===== config.mk =====
export PLATFORM = sky130hd
export DESIGN_NAME = pipelined_addsub
export DESIGN_NICKNAME = d
export VERILOG_FILES = /design/src/rtl/pipelined_addsub_pkg.sv /design/src/rtl/rca_slice.sv /design/src/rtl/pipelined_addsub.sv
export SDC_FILE = /design/constraint.sdc
export NUM_CORES = 1
export LEC_CHECK = 0
export BUFFER_PORTS_ARGS = -buffer_cell sky130_fd_sc_hd__buf_2
export CORE_MARGIN = 5
export CORE_UTILIZATION = 51
export DETAILED_ROUTE_END_ITERATION = 8
export PLACE_DENSITY = 0.77
export SLEW_MARGIN = 20
export SYNTH_ARGS = -nofsm -noshare
export SYNTH_HDL_FRONTEND = slang
export SYNTH_SLANG_ARGS = --single-unit

===== constraint.sdc =====
create_clock -name clk -period 3.1 [get_ports clk]
set_input_delay 0.465 -clock clk [delete_from_list [all_inputs] [get_ports clk]]
set_output_delay 0.465 -clock clk [all_outputs]
set_load 0.01 [all_outputs]

===== src/rtl/pipelined_addsub_pkg.sv =====
// Shared ALU constants for the pipelined adder/subtractor.
// Mode encodings, default width and the slice-geometry check.
package pipelined_addsub_pkg;

    localparam logic ADD       = 1'b0;
    localparam logic SUB       = 1'b1;
    localparam int   DEFAULT_N = 8;

    // The carry chain must split into equal, non-empty ripple slices.
    function automatic bit stages_ok(input int n, input int stages);
        return (stages >= 1) && (stages <= n) && ((n % stages) == 0);
    endfunction

endpackage


===== src/rtl/rca_slice.sv =====
// W-bit ripple-carry slice; also exposes the carry into its MSB for overflow.
// Latency: combinational.
// Backpressure: none, pure datapath.
module rca_slice #(
    parameter int W = 4
) (
    input  logic [W-1:0] a,
    input  logic [W-1:0] b,
    input  logic         cin,
    output logic [W-1:0] s,
    output logic         cout,
    output logic         c_msb_in
);

    always_comb begin : ripple
        logic [W:0] c;
        c    = '0;
        s    = '0;
        c[0] = cin;
        for (int i = 0; i < W; i++) begin
            s[i]   = a[i] ^ b[i] ^ c[i];
            c[i+1] = (a[i] & b[i]) | (c[i] & (a[i] ^ b[i]));
        end
        cout     = c[W];
        c_msb_in = c[W-1];
    end

endmodule


===== src/rtl/pipelined_addsub.sv =====
// Pipelined N-bit add/sub with flags; carry chain cut into STAGES registered slices.
// Latency: STAGES cycles from input transfer to out_valid.
// Backpressure: one global advance enable; a stalled output freezes every stage and drops in_ready.
module pipelined_addsub
    import pipelined_addsub_pkg::*;
#(
    parameter int N      = DEFAULT_N,
    parameter int STAGES = 2
) (
    input  logic         clk,
    input  logic         rst_n,
    input  logic         in_valid,
    output logic         in_ready,
    input  logic [N-1:0] a,
    input  logic [N-1:0] b,
    input  logic         cin,
    input  logic         sub,
    output logic         out_valid,
    input  logic         out_ready,
    output logic [N-1:0] sum,
    output logic         cout,
    output logic         ovf,
    output logic         zero
);

    localparam int W = N / STAGES;

    if (!stages_ok(N, STAGES)) begin : g_cfg_err
        $error("pipelined_addsub: N=%0d cannot be cut into %0d equal slices", N, STAGES);
    end

    logic         adv;
    logic [N-1:0] b_eff;
    logic         cin_eff;

    assign adv      = !out_valid || out_ready;
    assign in_ready = adv;

    // Subtract as a + ~b + !cin so the chain carry doubles as "no borrow".
    assign b_eff   = (sub == ADD) ? b : ~b;
    assign cin_eff = (sub == SUB) ? ~cin : cin;

    for (genvar k = 0; k < STAGES; k++) begin : g_stg
        localparam int LO  = k * W;
        localparam int REM = N - LO;

        logic [REM-1:0]  a_cur;
        logic [REM-1:0]  b_cur;
        logic            c_cur;
        logic            v_cur;
        logic [LO+W-1:0] s_next;
        logic [W-1:0]    s_w;
        logic            c_w;
        logic            c_msb;
        logic [LO+W-1:0] s_q;
        logic            c_q;
        logic            v_q;

        if (k == 0) begin : g_first
            assign a_cur  = a;
            assign b_cur  = b_eff;
            assign c_cur  = cin_eff;
            assign v_cur  = in_valid;
            assign s_next = s_w;
        end else begin : g_next
            assign a_cur  = g_stg[k-1].g_fwd.a_q;
            assign b_cur  = g_stg[k-1].g_fwd.b_q;
            assign c_cur  = g_stg[k-1].c_q;
            assign v_cur  = g_stg[k-1].v_q;
            assign s_next = {s_w, g_stg[k-1].s_q};
        end

        rca_slice #(.W(W)) u_slice (
            .a        (a_cur[W-1:0]),
            .b        (b_cur[W-1:0]),
            .cin      (c_cur),
            .s        (s_w),
            .cout     (c_w),
            .c_msb_in (c_msb)
        );

        // Data only loads with a real operation, so bubbles leave the last result in place.
        always_ff @(posedge clk or negedge rst_n) begin
            if (!rst_n) begin
                v_q <= 1'b0;
                s_q <= '0;
                c_q <= 1'b0;
            end else if (adv) begin
                v_q <= v_cur;
                if (v_cur) begin
                    s_q <= s_next;
                    c_q <= c_w;
                end
            end
        end

        if (k < STAGES - 1) begin : g_fwd
            logic [REM-W-1:0] a_q;
            logic [REM-W-1:0] b_q;
            logic             unused_c_msb;

            assign unused_c_msb = c_msb;

            always_ff @(posedge clk or negedge rst_n) begin
                if (!rst_n) begin
                    a_q <= '0;
                    b_q <= '0;
                end else if (adv && v_cur) begin
                    a_q <= a_cur[REM-1:W];
                    b_q <= b_cur[REM-1:W];
                end
            end
        end else begin : g_last
            logic ovf_q;
            logic zero_q;

            always_ff @(posedge clk or negedge rst_n) begin
                if (!rst_n) begin
                    ovf_q  <= 1'b0;
                    zero_q <= 1'b0;
                end else if (adv && v_cur) begin
                    ovf_q  <= c_msb ^ c_w;
                    zero_q <= (s_next == '0);
                end
            end
        end
    end

    assign out_valid = g_stg[STAGES-1].v_q;
    assign sum       = g_stg[STAGES-1].s_q;
    assign cout      = g_stg[STAGES-1].c_q;
    assign ovf       = g_stg[STAGES-1].g_last.ovf_q;
    assign zero      = g_stg[STAGES-1].g_last.zero_q;

endmodule


# Word-level counts from Yosys, hierarchy flattened
# Index checks and enable logic that the tools add are counted.
dict set report word_totals {
  inputBits 22
  rom_bits 0
  ram_bits 0
  memories 0
  latchBits 0
  out_inout_bits 13
  wordCells 62
  register_bits 26
}
dict set report classes {
  mux 2
  reduce_logical 7
  bitwise_logic 43
  order_cmp 0
  n_div 0
  n_eq_ne 0
  n_mul 0
  n_addsub 0
  n_shift 0
}
# operator n
set ops {}
lappend ops {{XOR 1 bit} 17}
lappend ops {{AND 1 bit} 16}
lappend ops {{zero test 8 bit} 1}
lappend ops {{two-way mux 8 bit} 1}
lappend ops {{NOT 8 bit} 1}
lappend ops {{bitwise OR 1 bit} 8}
lappend ops {{AND reduction 2 bit} 2}
lappend ops {{logical AND 1 bit} 2}
lappend ops {{zero test 1 bit} 1}
lappend ops {{logical OR 1 bit} 1}
lappend ops {{two-way mux 1 bit} 1}
lappend ops {{NOT 1 bit} 1}

# Longest topological paths before layout
dict set report logic_depth {
  ltp_word 11
  ltp_mapped 11
  mapped_depth_nobuf 10
}

# Cells and area by module
# Synthesis repeated with hierarchy kept, for this count alone.
dict set report unflattened {
  hier_cells 96
  hier_area_um2 1385.1
}
# mod instances seq_area_each_um2 cells_each area_each_um2
set modules_own_cells {}
lappend modules_own_cells {pipelined_addsub 1 650.6 72 1164.9}
lappend modules_own_cells {rca_slice 2 0.0 12 110.1}

# Worst setup path after synthesis
# No wires, ideal clock.
dict set report synth_timing {
  path_type {in2reg}
  startpoint {input port sub}
  endpoint {register g_stg[0].s_q[3]}
  path_buffers 1
  setup_ns 0.125
  cell_stages 10
  arrival_time_ns 2.494
  setup_slack_ns 0.481
  required_time_ns 2.975
  cell_sequence {buf_2 > xnor2_1 > fa_1 > inv_1 > fa_1 > inv_1 > fa_1 > inv_1 > fa_1 > mux2_4}
}
dict set report synth_between {
  elab_chain_cells 9
  elab_cells_between_ends 16
  cone_classes {2 x mux; 14 x bitwise}
}
# element line
set synth_lines {}
lappend synth_lines {{from (decl)} pipelined_addsub.sv:17} ;# input logic sub,
lappend synth_lines {{two-way mux 8 bit} pipelined_addsub.sv:40} ;# assign b_eff = (sub == ADD) ? b : ~b;
lappend synth_lines {{XOR 1 bit} rca_slice.sv:22} ;# c[i+1] = (a[i] & b[i]) | (c[i] & (a[i] ^ b[i]));
lappend synth_lines {{AND 1 bit} rca_slice.sv:22}
lappend synth_lines {{bitwise OR 1 bit} rca_slice.sv:22}
lappend synth_lines {{AND 1 bit} rca_slice.sv:22}
lappend synth_lines {{bitwise OR 1 bit} rca_slice.sv:22}
lappend synth_lines {{AND 1 bit} rca_slice.sv:22}
lappend synth_lines {{bitwise OR 1 bit} rca_slice.sv:22}
lappend synth_lines {{XOR 1 bit *} rca_slice.sv:21} ;# s[i] = a[i] ^ b[i] ^ c[i];
lappend synth_lines {{via g_stg[0].s_next[3]} pipelined_addsub.sv:51} ;# logic [LO+W-1:0] s_next;
lappend synth_lines {{to (signal assigned)} pipelined_addsub.sv:91} ;# s_q <= s_next;
lappend synth_lines {{to (decl)} pipelined_addsub.sv:55} ;# logic [LO+W-1:0] s_q;
# The timed path passes the listed nets; every way through them passes the cells marked *.
# A chain may end at the register's enable or synchronous reset.

# Final worst setup path
dict set report layout_timing {
  startpoint {register g_stg[0].c_q}
  endpoint {register g_stg[1].g_last.zero_q (netlist: zero)}
}
dict set report layout_between {
  elab_chain_cells 8
  elab_cells_between_ends 11
  cone_classes {10 x bitwise; 1 x reduce/logical}
}
# element line
set layout_lines {}
lappend layout_lines {{from (decl)} pipelined_addsub.sv:56} ;# logic c_q;
lappend layout_lines {{from (signal assigned)} pipelined_addsub.sv:92} ;# c_q <= c_w;
lappend layout_lines {{AND 1 bit} rca_slice.sv:22}
lappend layout_lines {{bitwise OR 1 bit} rca_slice.sv:22}
lappend layout_lines {{AND 1 bit} rca_slice.sv:22}
lappend layout_lines {{bitwise OR 1 bit} rca_slice.sv:22}
lappend layout_lines {{AND 1 bit} rca_slice.sv:22}
lappend layout_lines {{bitwise OR 1 bit} rca_slice.sv:22}
lappend layout_lines {{XOR 1 bit} rca_slice.sv:21}
lappend layout_lines {{zero test 8 bit *} pipelined_addsub.sv:123} ;# zero_q <= (s_next == '0);
lappend layout_lines {{to (signal assigned)} pipelined_addsub.sv:123}
lappend layout_lines {{to (decl)} pipelined_addsub.sv:115} ;# logic zero_q;
# Mark *: on every way between the ends. The rest lies on a longest branch, timed or not.

==> impl.org <==
** Global routing
- For this run the aggregate overflow at the end of global routing stands at 0.
- Across every metal layer, demand over resource in global routing totals 0.148.
- Maximum number of pins on one net before global-route repair :: 27
- The number of antenna violations at the first check in global routing was 0.
- The number of global-route vias before repair was 954.
- Global-route wire length before repair :: 4.00 mm

** Power and ir drop
- Overall power consumption :: 1.07 mW
- For this design the ratio of total power to cell area is 696 nW/um2.
- Across the VDD grid, the largest voltage drop is 0.373 mV.
- For this design the static power due to leakage is 0.756 nW.

** STA
- Final critical path time including I/O delays and setup :: 2610 ps
- The final count of pins violating max slew was 0.
- Peak clock frequency supported by timing :: 0.384 GHz
- Of the available clock period, the critical path in the final layout requires 0.841.
- RSZ-0062 raised after global routing :: no
- The number of endpoints with negative hold slack in the final report came to 0.
- Worst-Margin Slew :: 588 ps
- Setup total negative slack on the finished layout was measured at 0 ps.
- Worst rel slew slack :: 0.608
- Setup violations remaining at the end of the flow were counted as 0.
- For the final database, setup skew stands at 2.71 ps.

** Setup path
- Arrival time at the worst endpoint :: 2820 ps
- Crit path max fanout :: 2
- For this design, the slowest cell found on the critical path is fa_1.
- Kind of critical path :: flip-flop to flip-flop
- Crit-path max cell delay :: 430 ps
- CP Data Required Time :: 3320 ps
- Register-to-Register Setup Slack :: 490 ps
- The worst setup path is captured at a flip-flop.
- The worst setup path is launched from a flip-flop.
- Traced cell by cell, the critical path runs through inv_1, fa_1, inv_1, fa_1, fa_1, inv_1, fa_1, nand2_1, nor4_2, mux2_1.
- In this design, the critical path's most frequently occurring cell is fa_1.

** Yosys
- In this run, synthesis inferred 0 flip-flops with an integrated enable.
- Sequential cell area fraction in the yosys report :: 0.486
- The most used flip-flop cell after synthesis is dfrtp_1.
- Flop and latch count out of synthesis :: 26
- Number of library cell types mapped by synthesis :: 22
- Most area-consuming cells after synthesis :: dfrtp_1 (49%), fa_1 (12%), mux2_2 (5.9%)
- Top cell type's share of synthesized area :: 0.486
- Top cell type by total area after synthesis :: dfrtp_1
- Counting flops with an async set or reset pin after synthesis yields a share of 1.00.
- The synthesized netlist occupies a cell area of 1340 um2.
- Counting every net in the synthesized netlist gives 137.
- Commonest cells in the synthesized netlist :: dfrtp_1 (26), inv_1 (15), a21oi_1 (9), fa_1 (8), mux2_2 (7)
- After technology mapping, the gate count stands at 107.
- Library cell with the highest instance count after synthesis :: dfrtp_1
- For this run, the number of Yosys warnings is 0.
- Mean instance size in the synthesized netlist :: 12.5 um2

** Finish
- Layout cell share with drive strength beyond 1 :: 0.381
- Diode count :: 0
- Layout overhead on the synthesized area :: 14.6%
- Final layout net count :: 170

** Detailed routing
- The pre-antenna-repair detailed-routing pass consisted of 4 iterations.
- Summing over every cut layer, the via total after detailed routing is 865.
- The count of nets left with antenna violations once routing finished came out at 0.
- Post-DR vias/cell :: 5.12
- After detailed routing, the number of remaining DRC violations is 0.
- Initial DRC count :: 3
- Post-detailed-route wirelength per cell :: 13.3 um
- Drt total wl :: 2.25 mm

** Run
- Across the run, the number of max-cap violations was 0.

** CTS
- Resized Gates After CTS :: 0
- Insertion delay of the later-clocked pin in the worst-skew pair :: 320 ps
- Clock buffers created by TritonCTS :: 3
- TritonCTS clock tree :: yes
- After clock tree synthesis, the clock-pin slew on the worst setup and hold paths is 130 ps.
- The cell sitting at the root of the clock tree is a clkbuf_4.
- In this run the number of H-tree levels came out at 1.
- The number of setup buffers added after CTS is 0.
- Post-cts hold buffer count :: 0
- In this run the deepest clock path goes through 2 buffers.
- Number of clock sinks :: 26

** Placed design
- Routability Congestion :: 0.717
- Detailed placement finished with a half-perimeter wire length of 1.83 mm.
- Count of buffers inserted at the top-level ports :: 34

** Worst hold path
- The path class of the tightest hold or removal check is input port to asynchronous set/reset pin.

** Die
- The initialized floorplan defines 18 standard-cell rows.
- The die covers 3750 um2.
- The floorplan step set the die height to 61.3 um.
- Core ar. :: 2500 um2
- Overall die width :: 61.3 um
- I/O pin total :: 35
- Initial core utilization :: 0.536

** Outcome
- The run finished with clean final reports.
cell type report:
class	count	area, um2
clock buffer	4	36.3
fill	201	965
inverter	15	56.3
multi-input combinational	60	584
sequential	26	651
tap	30	37.5
timing repair buffer	34	170
per-stage QoR:
stage          area [um2]  hold slack [ps]  cells  worst slack (ps)  utilization
2_1_floorplan        1340              169    107               481            -
6_report             1540              113    169               494        0.614
3_3_place_gp         1500              470    165               441        0.600
4_1_cts              1540              122    169               483        0.614
5_1_grt              1540              140    169               382        0.614
3_5_place_dp         1500              484    165               323        0.600
registers in the layout (all words and copies together), names as in the netlist:
| name | cells |
|---|---|
| sum | 8 |
| g_stg.g_fwd.a_q | 4 |
| g_stg.g_fwd.b_q | 4 |
| g_stg.s_q | 4 |
| cout | 1 |
| g_stg.c_q | 1 |
| g_stg.v_q | 1 |
| out_valid | 1 |
| ovf | 1 |
| zero | 1 |
where the power goes:
part	internal, mW	switching [mW]
Clock	0.0719	0.0970
Sequential	0.446	0.0593
Combinational	0.199	0.195
kinds of logic after synthesis:
family / synth area share
buf+inv: 0.0784
simple gates: 0.0616
xor+xnor: 0.0654
fa+ha+maj: 0.120
compound gates: 0.0626
mux: 0.127
flops: 0.486
critical path, delay by kind of cell, from the launching register on:
family | cells | cell delay [ps]
adders and majority gates | 4 | 1440
DFF | 1 | 380
muxes | 1 | 270
buffers and inverters | 3 | 250
and+or+nand+nor | 2 | 160
layout by cell type, fill, tap and decap left out, drive strengths merged:
master	count
nand3	5
a31oi	1
or4	1
mux2	12
buf	34
and2	1
nor4	1
xnor2	6
mux2i	2
a21oi	9
nand2b	1
dfrtp	26
clkbuf	4
xor2	4
fa	8
o21ai	5
nand2	3
inv	15
o21bai	1
worst paths after layout:
kind,to,cells past startpoint,from
setup / recovery,zero,10,g_stg[0].c_q
hold / removal,g_stg[0].g_fwd.b_q[3],1,rst_n
setup reg to reg,zero,10,g_stg[0].c_q
hold reg to reg,zero,1,zero
max in group asynchronous,zero,1,rst_n
min in group clk,g_stg[0].g_fwd.a_q[1],2,a[5]
per-layer routing:
layer / track usage / vias up / share of wire
li1: - / 406 / -
met1: 0.182 / 417 / 0.43
met2: 0.239 / 34 / 0.47
met3: 0.0273 / 8 / 0.067
met4: 0.0960 / 0 / 0.036
met5: 0 / - / 0
Note: power is estimated with default switching activity, not from simulation.
